File: src/rtl/pipe_hazard_ctrl_if.sv
// Hazard-control bundle between the RV32I pipeline datapath and pipe_hazard_ctrl.
// The master side is the datapath and the slave side is the controller.
interface pipe_hazard_ctrl_if #(
    parameter int unsigned CNT_W = 32
);
    logic [4:0]       D_op;
    logic [4:0]       D_rs1;
    logic [4:0]       D_rs2;
    logic [4:0]       E_op;
    logic [4:0]       E_rd;
    logic             jb;
    logic             M_mem_req;
    logic             mem_ready;
    logic             F_stall;
    logic             D_stall;
    logic             D_flush;
    logic             E_flush;
    logic             MW_hold;
    logic [CNT_W-1:0] stall_cnt;
    logic [CNT_W-1:0] flush_cnt;
    logic             proto_err;

    modport master (
        output D_op, D_rs1, D_rs2, E_op, E_rd, jb, M_mem_req, mem_ready,
        input  F_stall, D_stall, D_flush, E_flush, MW_hold,
        input  stall_cnt, flush_cnt, proto_err
    );

    modport slave (
        input  D_op, D_rs1, D_rs2, E_op, E_rd, jb, M_mem_req, mem_ready,
        output F_stall, D_stall, D_flush, E_flush, MW_hold,
        output stall_cnt, flush_cnt, proto_err
    );
endinterface

File: src/rtl/pipe_hazard_ctrl.sv
// Stall/flush sequencer for the 5-stage RV32I pipeline: load-use and redirect
// handling, a memory-wait freeze FSM, saturating counters and a sticky protocol flag.
module pipe_hazard_ctrl #(
    parameter logic [4:0]  LOAD_OP = 5'b00000,
    parameter int unsigned CNT_W   = 32
) (
    input logic              clk,
    input logic              rst,
    pipe_hazard_ctrl_if.slave hz
);

    typedef enum logic {
        RUN  = 1'b0,
        WAIT = 1'b1
    } state_t;

    localparam logic [4:0] OP_LUI    = 5'b01101;
    localparam logic [4:0] OP_AUIPC  = 5'b00101;
    localparam logic [4:0] OP_JAL    = 5'b11011;
    localparam logic [4:0] OP_OP     = 5'b01100;
    localparam logic [4:0] OP_STORE  = 5'b01000;
    localparam logic [4:0] OP_BRANCH = 5'b11000;

    localparam logic [CNT_W-1:0] CNT_MAX = {CNT_W{1'b1}};
    localparam logic [CNT_W-1:0] CNT_ONE = {{(CNT_W-1){1'b0}}, 1'b1};

    state_t           state_q, state_d;
    logic [CNT_W-1:0] stall_cnt_q, stall_cnt_d;
    logic [CNT_W-1:0] flush_cnt_q, flush_cnt_d;
    logic             proto_err_q, proto_err_d;

    logic use_rs1_s;
    logic use_rs2_s;
    logic lu_s;
    logic freeze_s;
    logic err_set_s;
    logic f_stall_s;
    logic d_flush_s;
    logic e_flush_s;

    // Source-register usage of the instruction in D, then the load-use compare.
    always_comb begin
        use_rs1_s = 1'b1;
        use_rs2_s = 1'b0;
        case (hz.D_op)
            OP_LUI, OP_AUIPC, OP_JAL:   use_rs1_s = 1'b0;
            OP_OP, OP_STORE, OP_BRANCH: use_rs2_s = 1'b1;
            default: begin
                use_rs1_s = 1'b1;
                use_rs2_s = 1'b0;
            end
        endcase
        // A bubble in E looks like a LOAD to x0, so rd==0 must never match.
        lu_s = (hz.E_op == LOAD_OP) && (hz.E_rd != 5'd0) &&
               ((use_rs1_s && (hz.D_rs1 == hz.E_rd)) ||
                (use_rs2_s && (hz.D_rs2 == hz.E_rd)));
    end

    // Memory-wait FSM: freeze while an M access is outstanding and unacknowledged.
    always_comb begin
        freeze_s  = 1'b0;
        err_set_s = 1'b0;
        state_d   = state_q;
        case (state_q)
            RUN: begin
                freeze_s = hz.M_mem_req && !hz.mem_ready;
                if (freeze_s) begin
                    state_d = WAIT;
                end else begin
                    state_d = RUN;
                end
            end
            WAIT: begin
                if (hz.mem_ready) begin
                    state_d = RUN;
                end else if (!hz.M_mem_req) begin
                    // Request withdrawn before acknowledge: flag it and resume.
                    err_set_s = 1'b1;
                    state_d   = RUN;
                end else begin
                    freeze_s = 1'b1;
                    state_d  = WAIT;
                end
            end
            default: begin
                freeze_s  = 1'b0;
                err_set_s = 1'b0;
                state_d   = RUN;
            end
        endcase
    end

    // Control outputs with priority freeze > redirect > load-use.
    always_comb begin
        f_stall_s = freeze_s || (lu_s && !hz.jb);
        d_flush_s = hz.jb && !freeze_s;
        e_flush_s = (hz.jb || lu_s) && !freeze_s;
    end

    // Next values of the saturating counters and the sticky error flag.
    always_comb begin
        if (f_stall_s && (stall_cnt_q != CNT_MAX)) begin
            stall_cnt_d = stall_cnt_q + CNT_ONE;
        end else begin
            stall_cnt_d = stall_cnt_q;
        end
        if (d_flush_s && (flush_cnt_q != CNT_MAX)) begin
            flush_cnt_d = flush_cnt_q + CNT_ONE;
        end else begin
            flush_cnt_d = flush_cnt_q;
        end
        proto_err_d = proto_err_q || err_set_s;
    end

    // State, counters and error flag registers.
    always_ff @(posedge clk or negedge rst) begin
        if (!rst) begin
            state_q     <= RUN;
            stall_cnt_q <= {CNT_W{1'b0}};
            flush_cnt_q <= {CNT_W{1'b0}};
            proto_err_q <= 1'b0;
        end else begin
            state_q     <= state_d;
            stall_cnt_q <= stall_cnt_d;
            flush_cnt_q <= flush_cnt_d;
            proto_err_q <= proto_err_d;
        end
    end

    assign hz.F_stall   = f_stall_s;
    assign hz.D_stall   = f_stall_s;
    assign hz.D_flush   = d_flush_s;
    assign hz.E_flush   = e_flush_s;
    assign hz.MW_hold   = freeze_s;
    assign hz.stall_cnt = stall_cnt_q;
    assign hz.flush_cnt = flush_cnt_q;
    assign hz.proto_err = proto_err_q;

endmodule

File: src/flat_wrapper.sv
// flat-port wrapper written by rule: the top's interface ports become plain ports
module pipe_hazard_ctrl_flat 
#(
    parameter logic [4:0]  LOAD_OP = 5'b00000,
    parameter int unsigned CNT_W   = 32
)
  (clk, rst, hz_D_op, hz_D_rs1, hz_D_rs2, hz_E_op, hz_E_rd, hz_jb, hz_M_mem_req, hz_mem_ready, hz_F_stall, hz_D_stall, hz_D_flush, hz_E_flush, hz_MW_hold, hz_stall_cnt, hz_flush_cnt, hz_proto_err);
  pipe_hazard_ctrl_if #(.CNT_W(CNT_W)) hz_i ();
  input logic clk;
  input logic rst;
  input wire logic [$bits(hz_i.D_op)-1:0] hz_D_op;
  input wire logic [$bits(hz_i.D_rs1)-1:0] hz_D_rs1;
  input wire logic [$bits(hz_i.D_rs2)-1:0] hz_D_rs2;
  input wire logic [$bits(hz_i.E_op)-1:0] hz_E_op;
  input wire logic [$bits(hz_i.E_rd)-1:0] hz_E_rd;
  input wire logic [$bits(hz_i.jb)-1:0] hz_jb;
  input wire logic [$bits(hz_i.M_mem_req)-1:0] hz_M_mem_req;
  input wire logic [$bits(hz_i.mem_ready)-1:0] hz_mem_ready;
  output wire logic [$bits(hz_i.F_stall)-1:0] hz_F_stall;
  output wire logic [$bits(hz_i.D_stall)-1:0] hz_D_stall;
  output wire logic [$bits(hz_i.D_flush)-1:0] hz_D_flush;
  output wire logic [$bits(hz_i.E_flush)-1:0] hz_E_flush;
  output wire logic [$bits(hz_i.MW_hold)-1:0] hz_MW_hold;
  output wire logic [$bits(hz_i.stall_cnt)-1:0] hz_stall_cnt;
  output wire logic [$bits(hz_i.flush_cnt)-1:0] hz_flush_cnt;
  output wire logic [$bits(hz_i.proto_err)-1:0] hz_proto_err;
  assign hz_i.D_op = hz_D_op;
  assign hz_i.D_rs1 = hz_D_rs1;
  assign hz_i.D_rs2 = hz_D_rs2;
  assign hz_i.E_op = hz_E_op;
  assign hz_i.E_rd = hz_E_rd;
  assign hz_i.jb = hz_jb;
  assign hz_i.M_mem_req = hz_M_mem_req;
  assign hz_i.mem_ready = hz_mem_ready;
  assign hz_F_stall = hz_i.F_stall;
  assign hz_D_stall = hz_i.D_stall;
  assign hz_D_flush = hz_i.D_flush;
  assign hz_E_flush = hz_i.E_flush;
  assign hz_MW_hold = hz_i.MW_hold;
  assign hz_stall_cnt = hz_i.stall_cnt;
  assign hz_flush_cnt = hz_i.flush_cnt;
  assign hz_proto_err = hz_i.proto_err;
  pipe_hazard_ctrl #(.LOAD_OP(LOAD_OP), .CNT_W(CNT_W)) u_core (.clk(clk), .rst(rst), .hz(hz_i));
endmodule
File: config.mk
export PLATFORM = sky130hd
export DESIGN_NAME = pipe_hazard_ctrl_flat
export DESIGN_NICKNAME = d
export VERILOG_FILES = /design/src/rtl/pipe_hazard_ctrl_if.sv /design/src/rtl/pipe_hazard_ctrl.sv /design/src/flat_wrapper.sv
export SDC_FILE = /design/constraint.sdc
export NUM_CORES = 1
export LEC_CHECK = 0
export CAP_MARGIN = 10
export CORE_UTILIZATION = 40
export CTS_CLUSTER_SIZE = 12
export DETAILED_ROUTE_END_ITERATION = 12
export PLACE_DENSITY = 0.69
export SYNTH_ARGS = -nofsm -noshare
export SYNTH_HDL_FRONTEND = slang
export SYNTH_SLANG_ARGS = --single-unit
export TNS_END_PERCENT = 50
File: constraint.sdc
create_clock -name clk -period 3 [get_ports clk]
set_input_delay 0.6 -clock clk [delete_from_list [all_inputs] [get_ports clk]]
set_output_delay 0.6 -clock clk [all_outputs]
set_load 0.01 [all_outputs]
==> impl_metrics.xml, run 1 <==
<?xml version="1.0" encoding="UTF-8"?>
<metrics>
  <group name="status">
    <metric name="status" unit="">finished clean</metric>
  </group>
  <group name="logic_synthesis">
    <metric name="postSynthAreaPerCell" unit="um2">10.6</metric>
    <metric name="synth_top_cells_by_count" unit="">66 x sky130_fd_sc_hd__dfrtp_1, 42 x sky130_fd_sc_hd__xnor2_1, 27 x sky130_fd_sc_hd__xor2_1, 26 x sky130_fd_sc_hd__nand2_1, 23 x sky130_fd_sc_hd__nand3_1</metric>
    <metric name="netlist_top_cells_area" unit="">sky130_fd_sc_hd__dfrtp_1 48%, sky130_fd_sc_hd__xnor2_1 11%, sky130_fd_sc_hd__xor2_1 6.9%</metric>
    <metric name="synth_async_sr_flop_share" unit="%">100</metric>
    <metric name="yosysSeqAreaShare" unit="%">48.5</metric>
    <metric name="synth.largest_area_cell" unit="">sky130_fd_sc_hd__dfrtp_1</metric>
    <metric name="syn_area" unit="mm2">0.00341</metric>
    <metric name="syn-num-nets" unit="">352</metric>
    <metric name="yosys.cell_count.top_type" unit="">sky130_fd_sc_hd__dfrtp_1</metric>
    <metric name="ys_types" unit="">46</metric>
    <metric name="count_of_flip_flops_with_a_built_in_enable_after_synthesis" unit="">0</metric>
    <metric name="postSynthRegisterBits" unit="">66</metric>
    <metric name="netlist_instances" unit="">320</metric>
    <metric name="ys.flop_type" unit="">sky130_fd_sc_hd__dfrtp_1</metric>
    <metric name="synth_top_area_share" unit="%">48.5</metric>
    <metric name="yosys_warning_total" unit="">0</metric>
  </group>
  <group name="sta">
    <metric name="finalMaxSlewViolations" unit="">0</metric>
    <metric name="final-setup-viol-count" unit="">0</metric>
    <metric name="worst_clock_skew_on_the_final_layout" unit="ns">0.00712</metric>
    <metric name="worst_slew_margin_rel" unit="%">50.1</metric>
    <metric name="max_freq" unit="MHz">339</metric>
    <metric name="tightest_slew" unit="ns">0.748</metric>
    <metric name="final_min_period_over_clock_period" unit="%">98.3</metric>
    <metric name="period_minus_slack" unit="ns">2.95</metric>
    <metric name="final.hold.worst_slack" unit="ns">0.0867</metric>
    <metric name="final_hold_viol_count" unit="">0</metric>
  </group>
  <group name="clock_network">
    <metric name="h_tree_lvl_count" unit="">3</metric>
    <metric name="cts_num_sinks" unit="">66</metric>
    <metric name="clk_path_buf_depth" unit="">2</metric>
    <metric name="root_buffer" unit="">sky130_fd_sc_hd__clkbuf_8</metric>
    <metric name="cts_inserted_buffers" unit="">9</metric>
    <metric name="holdBufCountCts" unit="">0</metric>
    <metric name="tritoncts" unit="">yes</metric>
    <metric name="clk_pin_slew" unit="ns">0.07</metric>
    <metric name="clk-insertion-delay-late" unit="ns">0.33</metric>
  </group>
  <group name="die">
    <metric name="num_rows" unit="">33</metric>
    <metric name="fp.dieArea" unit="mm2">0.00889</metric>
    <metric name="die_x" unit="um">94.3</metric>
    <metric name="start_util" unit="%">41.4</metric>
    <metric name="die_h" unit="um">94.3</metric>
    <metric name="design.core.area" unit="mm2">0.00822</metric>
    <metric name="io_pins" unit="">100</metric>
  </group>
  <group name="critical_path">
    <metric name="worst-endpoint-required" unit="ns">2.40</metric>
    <metric name="crit_chain" unit="">clkdlybuf4s50_1 &gt; or4_4 &gt; o211ai_4 &gt; nor2_2 &gt; a211oi_4 &gt; inv_2 &gt; clkbuf_2</metric>
    <metric name="worstPathArrival" unit="ns">2.35</metric>
    <metric name="critPathMaxStageDelay" unit="ns">0.55</metric>
    <metric name="cp_startpoint_kind" unit="">input pin</metric>
    <metric name="worst_path_max_delay_cell" unit="">sky130_fd_sc_hd__or4_4</metric>
    <metric name="worstSetupPathType" unit="">in -&gt; out</metric>
    <metric name="crit_fanout" unit="">3</metric>
    <metric name="setup.worst_path.end_class" unit="">primary output</metric>
  </group>
  <group name="cells_and_area">
    <metric name="fin_nets" unit="">471</metric>
    <metric name="finish.cell_count_without_fillers" unit="">548</metric>
    <metric name="layout_cell_share_with_drive_strength_beyond_1" unit="%">11.1</metric>
    <metric name="flow.area_growth_from_synthesis" unit="%">39.5</metric>
    <metric name="antenna-diode-count" unit="">0</metric>
  </group>
  <group name="global_route">
    <metric name="first_pass_grt_wire_length" unit="um">12900</metric>
    <metric name="global_route.usage.total" unit="%">18.8</metric>
    <metric name="number_of_global_route_vias_before_repair" unit="">2781</metric>
    <metric name="grt_antenna_before_repair" unit="">0</metric>
    <metric name="grt_overflow_total" unit="">0</metric>
    <metric name="largest_net_degree_at_the_start_of_global_routing" unit="">61</metric>
  </group>
  <group name="pwr">
    <metric name="power-per-cell-area" unit="mW/mm2">475</metric>
    <metric name="p_leak" unit="nW">1.98</metric>
    <metric name="ir_drop" unit="mV">0.299</metric>
  </group>
  <group name="drt">
    <metric name="drc_errors" unit="">0</metric>
    <metric name="drtPass1Iterations" unit="">4</metric>
    <metric name="post_drt_via_cell_ratio" unit="">5.24</metric>
    <metric name="route.met3.wl" unit="um">335</metric>
    <metric name="final_antenna_net_count" unit="">0</metric>
    <metric name="detailed_route_iter0_violations" unit="">50</metric>
    <metric name="wl_met2" unit="um">3860</metric>
    <metric name="route.detailed.wl_per_inst" unit="um">14.5</metric>
    <metric name="highest_signal_layer_in_the_routed_design" unit="">met4</metric>
    <metric name="vias" unit="">2870</metric>
    <metric name="finalWirelength" unit="um">7930</metric>
    <metric name="route.layer.met1.wl" unit="um">3560</metric>
  </group>
  <group name="placement">
    <metric name="buffers_added_on_ports" unit="">99</metric>
    <metric name="post-dp-hpwl" unit="um">5790</metric>
    <metric name="place.detailed.instances" unit="">532</metric>
    <metric name="routabilityCongestion" unit="">0.871</metric>
  </group>
  <group name="min_path">
    <metric name="holdCritPathClass" unit="">in -&gt; async</metric>
  </group>
  <group name="job">
    <metric name="drv_cap" unit="">0</metric>
  </group>
</metrics>
-- worst paths after layout --
check                      slack, ns                          startpoint  cells after the start                             endpoint
setup / recovery                0.05                          hz_E_rd[0]                      7                           hz_F_stall
hold / removal                  0.09                                 rst                      1  u_core.hz.stall_cnt[27]$_DFFE_PN0P_
setup reg to reg                0.55  u_core.hz.stall_cnt[0]$_DFFE_PN0P_                      8  u_core.hz.stall_cnt[27]$_DFFE_PN0P_
hold reg to reg                 0.46       u_core.hz.proto_err$_DFF_PN0_                      1        u_core.hz.proto_err$_DFF_PN0_
max in group asynchronous       1.95                                 rst                      2  u_core.hz.flush_cnt[24]$_DFFE_PN0P_
min in group clk                0.46       u_core.hz.proto_err$_DFF_PN0_                      1        u_core.hz.proto_err$_DFF_PN0_
-- cell families (layout without fill, tap and decap cells) --
logic type      Yosys count  after routing  share of synthesized area (%)
mux                       5              5                           1.76
flops                    66             66                           48.5
simple gates            154            154                           26.8
compound gates           10             10                           2.50
fa+ha+maj                 2              2                          0.735
xor+xnor                 69             69                           17.7
buf+inv                  14            137                           1.98
-- stage by stage --
step                area [um2]  util (%)  total power [W]  setup slack, ns  setup TNS [ns]
floorplan                 3410         -          0.00133            0.307               0
global placement          4590      55.9          0.00165           -0.332          -0.828
detailed placement        4590      55.9          0.00166           -0.373           -1.00
CTS                       4740      57.7          0.00228           -0.106          -0.210
global route              4750      57.8          0.00238         -0.00590         -0.0110
finish                    4750      57.8          0.00226           0.0499               0
-- cell usage in the layout (no fill, tap or decap), types with 3 or more instances in the layout --
cell / Yosys / layout
sky130_fd_sc_hd__and2_1: 3 / 3
sky130_fd_sc_hd__and3_1: 7 / 7
sky130_fd_sc_hd__and4_1: 8 / 8
sky130_fd_sc_hd__buf_4: 1 / 16
sky130_fd_sc_hd__clkbuf_2: 0 / 3
sky130_fd_sc_hd__clkbuf_8: 0 / 9
sky130_fd_sc_hd__clkdlybuf4s50_1: 0 / 94
sky130_fd_sc_hd__clkinv_2: 0 / 4
sky130_fd_sc_hd__dfrtp_1: 66 / 66
sky130_fd_sc_hd__inv_1: 7 / 6
sky130_fd_sc_hd__mux2_2: 4 / 4
sky130_fd_sc_hd__nand2_1: 26 / 26
sky130_fd_sc_hd__nand3_1: 23 / 23
sky130_fd_sc_hd__nand4_1: 22 / 22
sky130_fd_sc_hd__nor2_1: 15 / 14
sky130_fd_sc_hd__nor3_1: 16 / 16
sky130_fd_sc_hd__nor3b_1: 3 / 3
sky130_fd_sc_hd__nor4_1: 10 / 10
sky130_fd_sc_hd__nor4b_1: 3 / 3
sky130_fd_sc_hd__xnor2_1: 42 / 42
sky130_fd_sc_hd__xor2_1: 27 / 27
-- layout make-up --
type	instances	area [um2]
sequential	66	1650
clock buffer	11	131
inverter	7	26.3
fill	711	3460
tap	105	131
multi-input combinational	240	1700
timing repair buffer	115	1090
clock inverter	4	20.0
-- where the power goes --
part           switching, W  total, W  internal (W)
clock              0.000324  0.000614      0.000290
combinational      0.000211  0.000514      0.000303
sequential         0.000147   0.00113      0.000984
-- layer usage --
metal  track usage (%)  up-vias
met5                 0        -
met4              8.46        0
met3              3.64       14
met2              31.6       69
met1              23.0     1394
li1                  -     1393
-- registers in the layout, summed over array words and instances (netlist names) --
signal,count
u_core.hz.proto_err,1
u_core.hz.flush_cnt,32
u_core.state_q,1
u_core.hz.stall_cnt,32
-- worst max-delay path, delay by kind of cell --
kind	cells	cell delay [ns]
compound gates	2	0.48
buf+inv	3	0.64
simple gates	2	0.62
-- repair_timing --
action / in CTS / in global routing
setup endpoints to repair: 3 / 3
resized for setup: 6 / 8
pin swaps: 2 / 2
gates cloned: 0 / 0
setup buffers: 0 / 1
(Power assumes the default switching activity.)
==> inputs of run 2 (changes only) <==
Settings changed: ABC_CLOCK_PERIOD_IN_PS set to 3000, CTS_BUF_LIST set to sky130_fd_sc_hd__clkbuf_4 sky130_fd_sc_hd__clkbuf_8 sky130_fd_sc_hd__clkbuf_16, GPL_TIMING_DRIVEN set to 0.
==> impl_metrics.xml, run 2 (synthesis results as in run 1) <==
<?xml version="1.0" encoding="UTF-8"?>
<metrics>
  <group name="status">
    <metric name="status" unit="">finished clean</metric>
  </group>
  <group name="critical_path">
    <metric name="critical-path-top-delay-family" unit="">simple AND/OR/NAND/NOR gates</metric>
    <metric name="critPathMaxStageDelay" unit="ns">0.55</metric>
    <metric name="crit_fanout" unit="">3</metric>
    <metric name="setup.worst_path.end_class" unit="">primary output</metric>
    <metric name="worstSetupPathType" unit="">in -&gt; out</metric>
    <metric name="worstPathArrival" unit="ns">2.31</metric>
    <metric name="critical_path_buf_inv_count" unit="">3</metric>
    <metric name="worst-endpoint-required" unit="ns">2.40</metric>
    <metric name="crit_chain" unit="">clkdlybuf4s15_2 &gt; or4_4 &gt; o211ai_4 &gt; nor2_2 &gt; a211oi_4 &gt; inv_2 &gt; dlygate4sd2_1</metric>
    <metric name="worst_path_max_delay_cell" unit="">sky130_fd_sc_hd__or4_4</metric>
    <metric name="cp_startpoint_kind" unit="">input pin</metric>
  </group>
  <group name="clock_network">
    <metric name="cts_inserted_buffers" unit="">9</metric>
    <metric name="root_buffer" unit="">sky130_fd_sc_hd__clkbuf_8</metric>
    <metric name="clk-insertion-delay-late" unit="ns">0.34</metric>
    <metric name="h_tree_lvl_count" unit="">3</metric>
    <metric name="clk_pin_slew" unit="ns">0.07</metric>
    <metric name="tritoncts" unit="">yes</metric>
    <metric name="cts_num_sinks" unit="">66</metric>
    <metric name="clk_path_buf_depth" unit="">2</metric>
  </group>
  <group name="die">
    <metric name="design.core.area" unit="mm2">0.00822</metric>
    <metric name="fp.dieArea" unit="mm2">0.00889</metric>
    <metric name="die_h" unit="um">94.3</metric>
    <metric name="die_x" unit="um">94.3</metric>
    <metric name="io_pins" unit="">100</metric>
    <metric name="start_util" unit="%">41.4</metric>
    <metric name="num_rows" unit="">33</metric>
  </group>
  <group name="global_route">
    <metric name="grt_antenna_before_repair" unit="">0</metric>
    <metric name="largest_net_degree_at_the_start_of_global_routing" unit="">67</metric>
    <metric name="first_pass_grt_wire_length" unit="um">13300</metric>
    <metric name="number_of_global_route_vias_before_repair" unit="">2731</metric>
    <metric name="global_route.usage.total" unit="%">19.4</metric>
    <metric name="grt_overflow_total" unit="">0</metric>
  </group>
  <group name="cells_and_area">
    <metric name="antenna-diode-count" unit="">0</metric>
    <metric name="most_common_library_cell_in_the_layout_ignoring_fill_and_taps" unit="">sky130_fd_sc_hd__clkdlybuf4s50_1</metric>
    <metric name="area_of_all_sequential_standard_cells" unit="mm2">0.00165</metric>
    <metric name="layout_cell_share_with_drive_strength_beyond_1" unit="%">11.8</metric>
    <metric name="layout_common_cells" unit="">87 x sky130_fd_sc_hd__clkdlybuf4s50_1, 66 x sky130_fd_sc_hd__dfrtp_1, 42 x sky130_fd_sc_hd__xnor2_1</metric>
    <metric name="fin_nets" unit="">470</metric>
    <metric name="fin_util" unit="%">58.2</metric>
    <metric name="finish.cell_count_without_fillers" unit="">547</metric>
    <metric name="multi_input_area" unit="mm2">0.00173</metric>
    <metric name="layout.filler_cells" unit="">701</metric>
    <metric name="flow.area_growth_from_synthesis" unit="%">40.4</metric>
  </group>
  <group name="placement">
    <metric name="place.detailed.instances" unit="">524</metric>
    <metric name="buffers_added_on_ports" unit="">99</metric>
    <metric name="routabilityCongestion" unit="">0.852</metric>
    <metric name="post-dp-hpwl" unit="um">5680</metric>
  </group>
  <group name="min_path">
    <metric name="holdCritPathClass" unit="">in -&gt; async</metric>
  </group>
  <group name="sta">
    <metric name="max_freq" unit="MHz">344</metric>
    <metric name="rsz0062_at_grt" unit="">no</metric>
    <metric name="final-setup-viol-count" unit="">0</metric>
    <metric name="finalMaxSlewViolations" unit="">0</metric>
    <metric name="period_minus_slack" unit="ns">2.91</metric>
    <metric name="final_hold_viol_count" unit="">0</metric>
    <metric name="worst_slew_margin_rel" unit="%">45.5</metric>
    <metric name="worst_clock_skew_on_the_final_layout" unit="ns">0.00808</metric>
    <metric name="tightest_slew" unit="ns">0.818</metric>
    <metric name="final.setup.tns" unit="ns">0</metric>
    <metric name="final_min_period_over_clock_period" unit="%">96.9</metric>
  </group>
  <group name="pwr">
    <metric name="power-per-cell-area" unit="mW/mm2">476</metric>
    <metric name="seq_power_share" unit="%">49.8</metric>
    <metric name="internal_cell_power" unit="W">0.00159</metric>
    <metric name="report.power.total" unit="W">0.00228</metric>
    <metric name="fraction_of_power_consumed_by_combinational_cells" unit="%">22.6</metric>
    <metric name="ir_drop" unit="mV">0.316</metric>
    <metric name="p_clk_share" unit="%">27.6</metric>
    <metric name="switching_power" unit="W">0.000684</metric>
    <metric name="p_leak" unit="nW">2.01</metric>
    <metric name="power_switching_share" unit="%">30.0</metric>
  </group>
  <group name="drt">
    <metric name="drc_errors" unit="">0</metric>
    <metric name="route.detailed.wl_per_inst" unit="um">14.7</metric>
    <metric name="detailed_route_iter0_violations" unit="">88</metric>
    <metric name="post_drt_via_cell_ratio" unit="">5.18</metric>
    <metric name="drtPass1Iterations" unit="">4</metric>
    <metric name="vias" unit="">2833</metric>
    <metric name="final_antenna_net_count" unit="">0</metric>
    <metric name="finalWirelength" unit="um">8010</metric>
  </group>
  <group name="job">
    <metric name="drv_cap" unit="">0</metric>
  </group>
</metrics>
-- run 2: cell types whose count changed in the layout (fill, tap and decap cells not counted), sizes merged --
cell	previous run	this run
buf	17	15
clkbuf	14	13
clkdlybuf4s15	0	3
clkdlybuf4s50	94	87
dlygate4sd2	1	5
dlymetal6s2s	0	2
-- run 2: final timing paths --
check,start,endpoint,slack (ns),depth (start not counted)
max in group asynchronous,rst,u_core.hz.flush_cnt[25]$_DFFE_PN0P_,2.10,1
min in group clk,u_core.hz.proto_err$_DFF_PN0_,u_core.hz.proto_err$_DFF_PN0_,0.45,1
hold / removal,rst,u_core.hz.stall_cnt[25]$_DFFE_PN0P_,0.35,1
setup / recovery,hz_E_rd[4],hz_D_stall,0.09,7
setup reg to reg,u_core.hz.stall_cnt[0]$_DFFE_PN0P_,u_core.hz.stall_cnt[19]$_DFFE_PN0P_,0.41,8
hold reg to reg,u_core.hz.proto_err$_DFF_PN0_,u_core.hz.proto_err$_DFF_PN0_,0.45,1
-- run 2: layout make-up --
class / count / area share [%]
clock inverters: 4 / 0.419
plain buffers: 7 / 0.863
flip-flops and latches: 66 / 34.5
multi-input cells: 240 / 36.1
inverters: 7 / 0.549
repair buffers: 107 / 21.9
clock buffers: 11 / 2.90
well taps: 105 / 2.75
-- run 2: metal layers --
layer	global-route usage [%]	vias to the layer above	part of all wire, %
li1	-	1385	-
met1	24.3	1350	43
met2	32.6	92	51
met3	4.61	6	5.9
met4	6.54	0	0.69
met5	0	-	0
-- run 2: power by group through the flow --
| stage | Clock (W) | Combinational (W) | Sequential (W) |
|---|---|---|---|
| 2_1_floorplan | 0 | 0.000172 | 0.00116 |
| 3_3_place_gp | 0 | 0.000498 | 0.00114 |
| 3_5_place_dp | 0 | 0.000511 | 0.00114 |
| 4_1_cts | 0.000647 | 0.000521 | 0.00113 |
| 5_1_grt | 0.000691 | 0.000553 | 0.00115 |
| 6_report | 0.000629 | 0.000516 | 0.00113 |
-- run 2: repair_timing --
action,4_1_cts,5_1_grt
gates resized for setup,20,7
buffers inserted,9,0
setup endpoints to repair,3,9
hold buffers,0,0
pin swaps,5,6
-- run 2: metrics by stage --
| stage | hold slack, ns | area (um2) | setup WS [ns] |
|---|---|---|---|
| floorplan | 0.304 | 3410 | 0.307 |
| global placement | 0.433 | 4530 | -0.887 |
| detailed placement | 0.441 | 4530 | -0.841 |
| CTS | 0.388 | 4770 | 0.0136 |
| global route | 0.430 | 4780 | 0.0296 |
| finish | 0.347 | 4780 | 0.0941 |
-- run 2: worst register-to-register path, stage by stage (launching register included) --
cell	delay, ns
sky130_fd_sc_hd__dfrtp_1	0.44
sky130_fd_sc_hd__ha_1	0.21
sky130_fd_sc_hd__nand2_1	0.12
sky130_fd_sc_hd__nor3_1	0.66
sky130_fd_sc_hd__and4_1	0.32
sky130_fd_sc_hd__buf_2	0.23
sky130_fd_sc_hd__buf_2	0.25
sky130_fd_sc_hd__nor4_1	0.09
sky130_fd_sc_hd__xor2_1	0.14
==> inputs of run 3 (changes only) <==
Settings changed: CTS_CLUSTER_SIZE 12 to 8.
==> results of run 3 <==
Same layout as run 2: the final DEF is identical, and so are final timing and power.
